===== src/rtl/sipo_rx_pkg.sv =====
// Shared constants for the serial receive path (also used by the PISO side).
package sipo_rx_pkg;

    // Default word size of the serial link
    localparam int WIDTH_DEFAULT = 5;

    // Bit order on the wire: 1 = first serial bit is the word MSB
    localparam bit MSB_FIRST = 1'b1;

    // Bit-counter width for a given word size (never narrower than one bit)
    function automatic int cnt_width(input int width);
        return (width <= 2) ? 1 : $clog2(width);
    endfunction

endpackage


===== src/rtl/rx_hold_reg.sv =====
// One-word valid/ready holding register with sticky overrun detection.
module rx_hold_reg #(
    parameter int WIDTH = 5
) (
    input  logic             clk,
    input  logic             rst,
    input  logic             load,
    input  logic [WIDTH-1:0] load_data,
    input  logic             out_ready,
    input  logic             ovr_clr,
    output logic [WIDTH-1:0] out_data,
    output logic             out_valid,
    output logic             overrun
);

    logic can_accept;

    // The slot is free if it is empty or its word is being consumed this cycle
    assign can_accept = !out_valid || out_ready;

    // Load a completed word, or retire the held word on a transfer
    always_ff @(posedge clk or posedge rst) begin
        if (rst) begin
            out_data  <= '0;
            out_valid <= 1'b0;
        end else if (load && can_accept) begin
            out_data  <= load_data;
            out_valid <= 1'b1;
        end else if (out_valid && out_ready) begin
            out_valid <= 1'b0;
        end
    end

    // Sticky overrun: a dropped word sets it, and setting beats clearing
    always_ff @(posedge clk or posedge rst) begin
        if (rst) begin
            overrun <= 1'b0;
        end else if (load && !can_accept) begin
            overrun <= 1'b1;
        end else if (ovr_clr) begin
            overrun <= 1'b0;
        end
    end

endmodule


===== src/rtl/sipo_5bit_rx.sv =====
// Serial-to-parallel receiver: shifts in bits, frames words, hands them off.
module sipo_5bit_rx
    import sipo_rx_pkg::*;
#(
    parameter int WIDTH = WIDTH_DEFAULT
) (
    input  logic             clk,
    input  logic             rst,
    input  logic             ser_in,
    input  logic             bit_en,
    input  logic             sync,
    input  logic             out_ready,
    input  logic             ovr_clr,
    output logic [WIDTH-1:0] out_data,
    output logic             out_valid,
    output logic             overrun,
    output logic             busy
);

    localparam int               CNT_W    = cnt_width(WIDTH);
    localparam logic [CNT_W-1:0] LAST_CNT = CNT_W'(WIDTH - 1);
    localparam logic [CNT_W-1:0] ONE_CNT  = CNT_W'(1);

    logic [WIDTH-1:0] shreg;
    logic [CNT_W-1:0] bit_cnt;
    logic [WIDTH-1:0] shifted;
    logic [WIDTH-1:0] first_bit;
    logic             word_done;

    // Shift direction and first-bit placement follow the link bit order
    assign shifted   = MSB_FIRST ? {shreg[WIDTH-2:0], ser_in}
                                 : {ser_in, shreg[WIDTH-1:1]};
    assign first_bit = MSB_FIRST ? {{(WIDTH-1){1'b0}}, ser_in}
                                 : {ser_in, {(WIDTH-1){1'b0}}};

    // A word finishes when its last bit arrives outside a sync realign
    assign word_done = bit_en && !sync && (bit_cnt == LAST_CNT);

    // Shift register and bit counter; sync restarts framing at this cycle
    always_ff @(posedge clk or posedge rst) begin
        if (rst) begin
            shreg   <= '0;
            bit_cnt <= '0;
        end else if (sync) begin
            if (bit_en) begin
                shreg   <= first_bit;
                bit_cnt <= ONE_CNT;
            end else begin
                shreg   <= '0;
                bit_cnt <= '0;
            end
        end else if (bit_en) begin
            shreg   <= shifted;
            bit_cnt <= (bit_cnt == LAST_CNT) ? '0 : bit_cnt + ONE_CNT;
        end
    end

    assign busy = (bit_cnt != '0);

    rx_hold_reg #(
        .WIDTH (WIDTH)
    ) u_hold (
        .clk       (clk),
        .rst       (rst),
        .load      (word_done),
        .load_data (shifted),
        .out_ready (out_ready),
        .ovr_clr   (ovr_clr),
        .out_data  (out_data),
        .out_valid (out_valid),
        .overrun   (overrun)
    );

endmodule


===== config.mk =====
export PLATFORM = sky130hd
export DESIGN_NAME = sipo_5bit_rx
export DESIGN_NICKNAME = d
export VERILOG_FILES = /design/src/rtl/sipo_rx_pkg.sv /design/src/rtl/rx_hold_reg.sv /design/src/rtl/sipo_5bit_rx.sv
export SDC_FILE = /design/constraint.sdc
export NUM_CORES = 1
export LEC_CHECK = 0
export CORE_ASPECT_RATIO = 0.9
export CORE_MARGIN = 10
export CORE_UTILIZATION = 40
export DETAILED_ROUTE_END_ITERATION = 16
export PLACE_DENSITY = 0.66
export SYNTH_ARGS = -nofsm -noshare
export SYNTH_HDL_FRONTEND = slang
export SYNTH_HIERARCHICAL = 1
export SYNTH_SLANG_ARGS = --single-unit

===== constraint.sdc =====
create_clock -name clk -period 2.1 [get_ports clk]
set_clock_uncertainty 0.15 [all_clocks]
set_input_delay 0.525 -clock clk [delete_from_list [all_inputs] [get_ports clk]]
set_output_delay 0.525 -clock clk [all_outputs]
set_load 0.05 [all_outputs]

==> impl_metrics.toml, run 1 <==
[outcome]
outcome = "finished, final reports clean"

[critical_path]
cpLargestDelayFamily = "flip-flops"
slowest_delay_ns = 0.39
cp-start-kind = "register"
cp.arrival_ns = 1.22
path_class = "register to output pin"
cp_max_fo = 4
end_kind = "output pin"
crit_required_ns = 1.42
regToRegSetupSlack_ns = 0.35
path_buf_inv = 2
cpMaxStageDelayCell = "dfrtp_1"
path_cells = "inv_1, ha_1, nand2b_1, buf_12"

[floorplanning]
core_area_um2 = 1650
initial_utilization_pct = 41.1
die_x_um = 63.4
die_area_um2 = 3740
io_pins = 15
die_h_um = 59.0
rows = 14

[clocking]
cts_buffers = 3
ctsResizeCount = 0
worstSkewPairLatency_ns = 0.28
cts.sinks = 14
cts_tree = "done"
cts_hold_buf = 0
postCtsSetupBuffers = 0
cts.clk_slew.worst_paths_ns = 0.08
root_buffer = "clkbuf_4"
h-tree-depth = 1
clock_path_buffers = 2

[timing]
slew_violations = 0
worst_pin_slew_ns = 0.272
finalSetupViolCount = 0
max-slew-margin-rel_pct = 81.9
rsz0062_at_grt = "no"
clock.fmax_mhz = 528
setup_tns_ns = 0
period_minus_slack_ns = 1.89
post-route-period-util_pct = 90.2
hold_ws_ns = 0.340
hold_violations = 0

[global_route]
grt_pass1_wl_um = 1960
grt_max_degree = 12
antenna_found_initial = 0
overflow = 0
track_usage_pct = 6.86
grt_pass1_vias = 415

[route]
vias = 425
first_iter_violations = 6
routedWlPerCell_um = 12.4
vias_per_cell = 4.43
met2WireLength_um = 495
met1_length_um = 579
drc = 0
dr.pass1.iters = 2
routed_wirelength_um = 1190
highest_layer = "met4"
dr_wl_met3_um = 83
drtAntennaViolNets = 0

[pwr]
internal_power_mw = 0.411
swShare_pct = 28.5
ir_drop_mv = 0.298
p_clk_share_pct = 26.0
pwr-share-seq_pct = 51.5
combPwrFrac_pct = 22.5
leakagePower_nw = 0.451
switching_power_mw = 0.164
power_density_nw_per_um2 = 666

[synth]
synth.avg_cell_area_um2 = 12.5
yosys_warnings = 6
syn_nets = 63
synth_cell_types = 19
synth_cells = 54
netlist_area_um2 = 677
ys_seq_area_share_pct = 51.8
ys_seq_elements = 14

[cells_and_area]
fin_nets = 83
fill_cells = 163
layout-drive-gt1-share_pct = 30.6
area_growth_pct = 27.4
multi_input_area_um2 = 278
area.sequential_um2 = 350
diodes = 0

[placed_design]
routabilityCongestion = 0.722
hpwl_um = 945
port_buffers = 14

[min_path]
hold_class = "primary input to async pin"

[flow_run]
cap_violations = 0
## power by group through the flow
stage               combinational (mW)  clock, mW  sequential [mW]
global route                     0.140      0.170            0.298
CTS                              0.132      0.156            0.296
finish                           0.130      0.149            0.296
detailed placement               0.132          0            0.301
floorplan                       0.0615          0            0.322
global placement                 0.130          0            0.301
## cells in the mapped netlist, drive strengths merged
| cell type | number | area, um^2 |
|---|---|---|
| dfrtp | 14 | 350 |
| inv | 7 | 26.3 |
| mux2 | 5 | 75.1 |
| mux2i | 4 | 40.0 |
| nand2 | 4 | 22.5 |
| nor2 | 4 | 15.0 |
| nand2b | 3 | 26.3 |
| buf | 2 | 22.5 |
| ha | 2 | 25.0 |
| nor3b | 2 | 20.0 |
| o21ai | 2 | 10.0 |
| a221o | 1 | 10.0 |
| a31o | 1 | 8.76 |
| and4bb | 1 | 12.5 |
| nor2b | 1 | 6.26 |
| o22ai | 1 | 6.26 |
## sequential cells by signal, summed over array words and instances (netlist names)
signal            count
bit_cnt               3
u_hold/out_valid      1
shreg                 4
u_hold/out_data       5
u_hold/overrun        1
## through the flow
stage          power [mW]  setup WS, ns  utilization [%]  std cells  cell area (um^2)
2_1_floorplan       0.384         0.358                -         54               677
3_3_place_gp        0.431         0.122             51.0         93               840
3_5_place_dp        0.433        0.0851             51.0         93               840
4_1_cts             0.584         0.195             52.4         96               862
5_1_grt             0.608         0.121             52.4         96               862
6_report            0.575         0.206             52.4         96               862
## worst paths after layout
check	cells after the start	startpoint	end
worst max register to register	7	bit_cnt[0]	u_hold/out_data[1]
worst min-delay path	2	rst	u_hold/out_data[3]
worst min register to register	1	u_hold/out_data[1]	u_hold/out_data[1]
min in group clk	1	u_hold/out_data[1]	u_hold/out_data[1]
worst max-delay path	4	bit_cnt[0]	busy
max in group asynchronous	2	rst	bit_cnt[0]
## area by class of cell
type | count | share of cell area [%]
flip-flops and latches | 14 | 40.6
inverters | 7 | 3.05
repair buffers | 17 | 18.0
well taps | 24 | 3.48
clock buffers | 3 | 2.61
multi-input cells | 31 | 32.2
## kinds of logic (layout without fill, tap and decap cells)
| family | count (synthesis) | after routing | share of synthesized area [%] |
|---|---|---|---|
| DFF | 14 | 14 | 51.8 |
| muxes | 9 | 9 | 17.0 |
| and+or+nand+nor | 15 | 15 | 15.2 |
| adders and majority gates | 2 | 2 | 3.70 |
| buffers and inverters | 9 | 27 | 7.21 |
| AOI/OAI and AO/OA | 5 | 5 | 5.18 |
## routing by layer
metal | global-route usage [%] | vias up
met5 | 0 | -
met4 | 4.67 | 0
met3 | 3.97 | 4
met2 | 9.46 | 11
met1 | 7.85 | 193
li1 | - | 217
## cells in the final DEF (no fill, tap or decap)
cell / n
o21ai_0: 2
buf_12: 1
nand2_1: 3
clkdlybuf4s50_1: 6
nor2b_1: 1
a221o_1: 1
o22ai_1: 1
nand2b_1: 2
nand2_4: 1
clkbuf_4: 3
ha_1: 2
and4bb_1: 1
nor3b_1: 1
mux2_4: 5
mux2i_1: 4
dfrtp_1: 14
nor3b_2: 1
inv_1: 7
a31o_1: 1
nor2_1: 4
buf_4: 10
nand2b_4: 1
Power figures use the tool's default switching activity.
==> run 2: changes to the inputs <==
CORE_UTILIZATION = 30   (was 40)
DONT_BUFFER_PORTS = 1   (was unset)
MAX_ROUTING_LAYER = met4   (was unset)
PLACE_DENSITY = unset   (was 0.66)
==> impl_metrics.toml, run 2 (synthesis gave the netlist of run 1 again) <==
[route]
drtAntennaViolNets = 0
vias = 371
dr.pass1.iters = 4
routed_wirelength_um = 1210
drc = 0
routedWlPerCell_um = 14.2
vias_per_cell = 4.36
first_iter_violations = 19

[cells_and_area]
fill_cells = 223
diodes = 0
fin_nets = 68
area_growth_pct = 9.61
largest_register_ffs = 5
utilization_pct = 34.3
fin_area_um2 = 742
layout_commonest_cell = "dfrtp_1"
top_regs = "u_hold/out_data (5), shreg (4), bit_cnt (3)"
finalNonFillerCells = 85
regMostFlops = "u_hold/out_data"
layout-drive-gt1-share_pct = 22.4
layout.cells.most_common_list = "dfrtp_1, inv_1, mux2_4"

[timing]
rsz0062_at_grt = "no"
hold_violations = 0
fin_ws_ns = 0.193
max-slew-margin-rel_pct = 64.6
setup_tns_ns = 0
period_minus_slack_ns = 1.91
worst_pin_slew_ns = 0.531
finalSetupViolCount = 0
slew_violations = 0
post-route-period-util_pct = 90.8
hold_ws_ns = 0.151
clock.fmax_mhz = 525

[global_route]
grt_pass1_wl_um = 2160
overflow = 0
grt_max_degree = 13
grt_pass1_vias = 392
antenna_found_initial = 0
track_usage_pct = 6.15

[clocking]
cts_hold_buf = 1
cts.sinks = 14
h-tree-depth = 1
root_buffer = "clkbuf_4"
cts_tree = "done"
postCtsSetupBuffers = 0
worstSkewPairLatency_ns = 0.27
cts_buffers = 3
cts.clk_slew.worst_paths_ns = 0.08
clock_path_buffers = 2
ctsResizeCount = 0

[critical_path]
path_class = "register to register"
cp.arrival_ns = 1.92
crit_required_ns = 2.11
end_kind = "register"
cp-start-kind = "register"
cp_max_fo = 5

[pwr]
power_density_nw_per_um2 = 777
pwr-share-seq_pct = 55.6
p_clk_share_pct = 33.0
ir_drop_mv = 0.361
power_mw = 0.576
leakagePower_nw = 0.381
switching_power_mw = 0.154
combPwrFrac_pct = 11.4
internal_power_mw = 0.422
swShare_pct = 26.8

[floorplanning]
die_x_um = 70.1
die_area_um2 = 4560
io_pins = 15
die_h_um = 65.1
rows = 16
initial_utilization_pct = 31.3
core_area_um2 = 2160

[placed_design]
port_buffers = 0
hpwl_um = 902
dp_cells = 80
placed_area_um2 = 696
place_ws_ns = 0.224
routabilityCongestion = 0.732

[outcome]
outcome = "finished, final reports clean"

[flow_run]
cap_violations = 0

[min_path]
hold_class = "primary input to register"
==> run 2: cell count changes in the layout (fill, tap and decap cells not counted), sizes merged <==
cell           change
clkbuf             +1
dlygate4sd3        +1
clkdlybuf4s50      -6
buf               -10
==> run 2: power groups by stage <==
stage	Combinational [mW]	Clock [mW]	Sequential, mW
global route	0.0738	0.218	0.324
global placement	0.0644	0	0.326
finish	0.0658	0.190	0.321
detailed placement	0.0656	0	0.326
CTS	0.0675	0.200	0.321
floorplan	0.0615	0	0.322
==> run 2: worst max-delay path, cell delays in order, from the launching register on <==
cell	delay (ns)
dfrtp_1	0.41
inv_1	0.07
ha_1	0.19
nand2_1	0.09
nor3b_1	0.42
nand2_4	0.15
mux2_4	0.32
==> run 2: final timing paths <==
| kind | startpoint | end | slack, ns | cells after the start |
|---|---|---|---|---|
| worst max-delay path | bit_cnt[0] | u_hold/out_data[2] | 0.19 | 6 |
| worst min-delay path | sync | bit_cnt[1] | 0.15 | 1 |
| worst max register to register | bit_cnt[0] | u_hold/out_data[2] | 0.19 | 6 |
| worst min register to register | shreg[3] | u_hold/out_data[4] | 0.37 | 1 |
| max in group asynchronous | rst | shreg[0] | 1.08 | 2 |
| min in group asynchronous | rst | u_hold/out_data[3] | 0.49 | 2 |
==> run 2: cell type report <==
| cell class | count | area [um^2] | area share (%) |
|---|---|---|---|
| Sequential cell | 14 | 350 | 47.2 |
| Multi-Input combinational cell | 31 | 278 | 37.4 |
| Clock buffer | 4 | 36.3 | 4.89 |
| Tap cell | 27 | 33.8 | 4.55 |
| Inverter | 7 | 26.3 | 3.54 |
| Timing Repair Buffer | 2 | 17.5 | 2.36 |
==> run 2: layer usage <==
metal | up-vias | part of all wire, % | routed length [um] | GRT usage [%]
met5 | - | 0 | 0 | -
met2 | 14 | 37 | 444 | 7.01
met4 | 0 | 0.75 | 9 | 2.22
met1 | 170 | 51 | 613 | 7.77
met3 | 2 | 12 | 140 | 4.57
li1 | 185 | - | - | -
==> run 3: changes to the inputs <==
MAX_ROUTING_LAYER = unset   (was met4)
==> impl_metrics.toml, run 3 (synthesis gave the netlist of run 1 again) <==
[floorplanning]
die_h_um = 65.1
initial_utilization_pct = 31.3
io_pins = 15
rows = 16
die_area_um2 = 4560
die_x_um = 70.1
core_area_um2 = 2160

[critical_path]
cp.arrival_ns = 1.91
path_buf_inv = 1
path_class = "register to register"
cp-start-kind = "register"
cpMaxStageDelayCell = "nor3b_1"
slowest_delay_ns = 0.42
crit_required_ns = 2.11
regToRegSetupSlack_ns = 0.20
crit-reg2reg-capture = "u_hold/out_data[2]"
rr_worst_depth = 6
path_cells = "inv_1, ha_1, nand2_1, nor3b_1, nand2_4, mux2_4"
end_kind = "register"
r2r-start = "bit_cnt[0]"
cp_max_fo = 5
cpLargestDelayFamily = "simple AND/OR/NAND/NOR gates"

[clocking]
worstSkewPairLatency_ns = 0.27
cts.clk_slew.worst_paths_ns = 0.08
root_buffer = "clkbuf_4"
ctsResizeCount = 0
clock_path_buffers = 2
cts_tree = "done"
cts.sinks = 14
h-tree-depth = 1
cts_buffers = 3

[timing]
post-route-period-util_pct = 90.3
setup_tns_ns = 0
slew_violations = 0
finalSetupViolCount = 0
worst_pin_slew_ns = 0.531
hold_violations = 0
period_minus_slack_ns = 1.90
clock.fmax_mhz = 527
max-slew-margin-rel_pct = 64.6
rsz0062_at_grt = "no"

[flow_run]
cap_violations = 0

[pwr]
power_density_nw_per_um2 = 774
switching_power_mw = 0.153
internal_power_mw = 0.422
leakagePower_nw = 0.381
combPwrFrac_pct = 11.5
ir_drop_mv = 0.361
p_clk_share_pct = 32.8
swShare_pct = 26.6
pwr-share-seq_pct = 55.8

[cells_and_area]
layout-drive-gt1-share_pct = 22.4
area.sequential_um2 = 350
largest_register_ffs = 5
layout_commonest_cell = "dfrtp_1"
fill_cells = 223
layout.cells.most_common_list = "dfrtp_1, inv_1, mux2_4"
multi_input_area_um2 = 278
regMostFlops = "u_hold/out_data"
top_regs = "u_hold/out_data (5), shreg (4), bit_cnt (3)"
fin_nets = 68
fin_area_um2 = 742
diodes = 0
area_growth_pct = 9.61

[min_path]
hold_class = "primary input to register"
holdPathStages = 1
worstHoldStart = "sync"
min_to = "bit_cnt[1]"

[route]
first_iter_violations = 19
routed_wirelength_um = 1190
routedWlPerCell_um = 14.0
dr.pass1.iters = 4
drc = 0
drtAntennaViolNets = 0
vias_per_cell = 4.31
vias = 366

[global_route]
overflow = 0
track_usage_pct = 5.94
antenna_found_initial = 0
grt_pass1_vias = 399
gr-max-usage-layer = "met1"
gr-usage-met2_pct = 7.01
grt_pass1_wl_um = 2140
grt_max_degree = 13
grt_util_met3_pct = 4.57
grtUsageMet1_pct = 7.68

[placed_design]
port_buffers = 0
routabilityCongestion = 0.723
hpwl_um = 902
placed_area_um2 = 696

[outcome]
outcome = "finished, final reports clean"
run 3: routing by layer:
metal / vias to the layer above / wire length [um]
li1: 187 / -
met2: 13 / 436
met5: - / 0
met3: 2 / 144
met1: 164 / 601
met4: 0 / 9
run 3: repair_timing:
item                                   CTS  global route
hold buffers                             1             0
buffers inserted                         0             0
endpoints found under the hold margin   14             0
run 3: cell type report:
class                   count  share of cell area, %
flip-flops and latches     14                   47.2
inverters                   7                   3.54
well taps                  27                   4.55
repair buffers              2                   2.36
multi-input cells          31                   37.4
clock buffers               4                   4.89
run 3: power groups by stage:
stage	Sequential [mW]	Combinational [mW]	Clock, mW
global placement	0.326	0.0644	0
finish	0.321	0.0658	0.188
CTS	0.321	0.0675	0.200
floorplan	0.322	0.0615	0
detailed placement	0.326	0.0656	0
global route	0.324	0.0738	0.216
run 3: per-stage QoR:
step                      std cells  hold slack, ns  worst slack (ns)  util (%)  total power [mW]
final                            85           0.154             0.203      34.3             0.575
after global routing             85           0.140            0.0338      34.3             0.614
after CTS                        85           0.140             0.196      34.3             0.588
after detailed placement         80           0.209             0.224      32.2             0.392
after global placement           80           0.197             0.260      32.2             0.390
after floorplan                  54           0.178             0.358         -             0.384
run 3: worst max path at each step:
stage,startpoint,end,depth (start not counted)
final,bit_cnt[0],u_hold/out_data[2],6
after detailed placement,bit_cnt[0],u_hold/out_data[2],6
after global routing,bit_cnt[0],u_hold/out_data[3],6
after global placement,bit_cnt[0],u_hold/out_data[4],6
after floorplan,bit_cnt[0],u_hold/out_data[0],6
after CTS,bit_cnt[0],busy,4
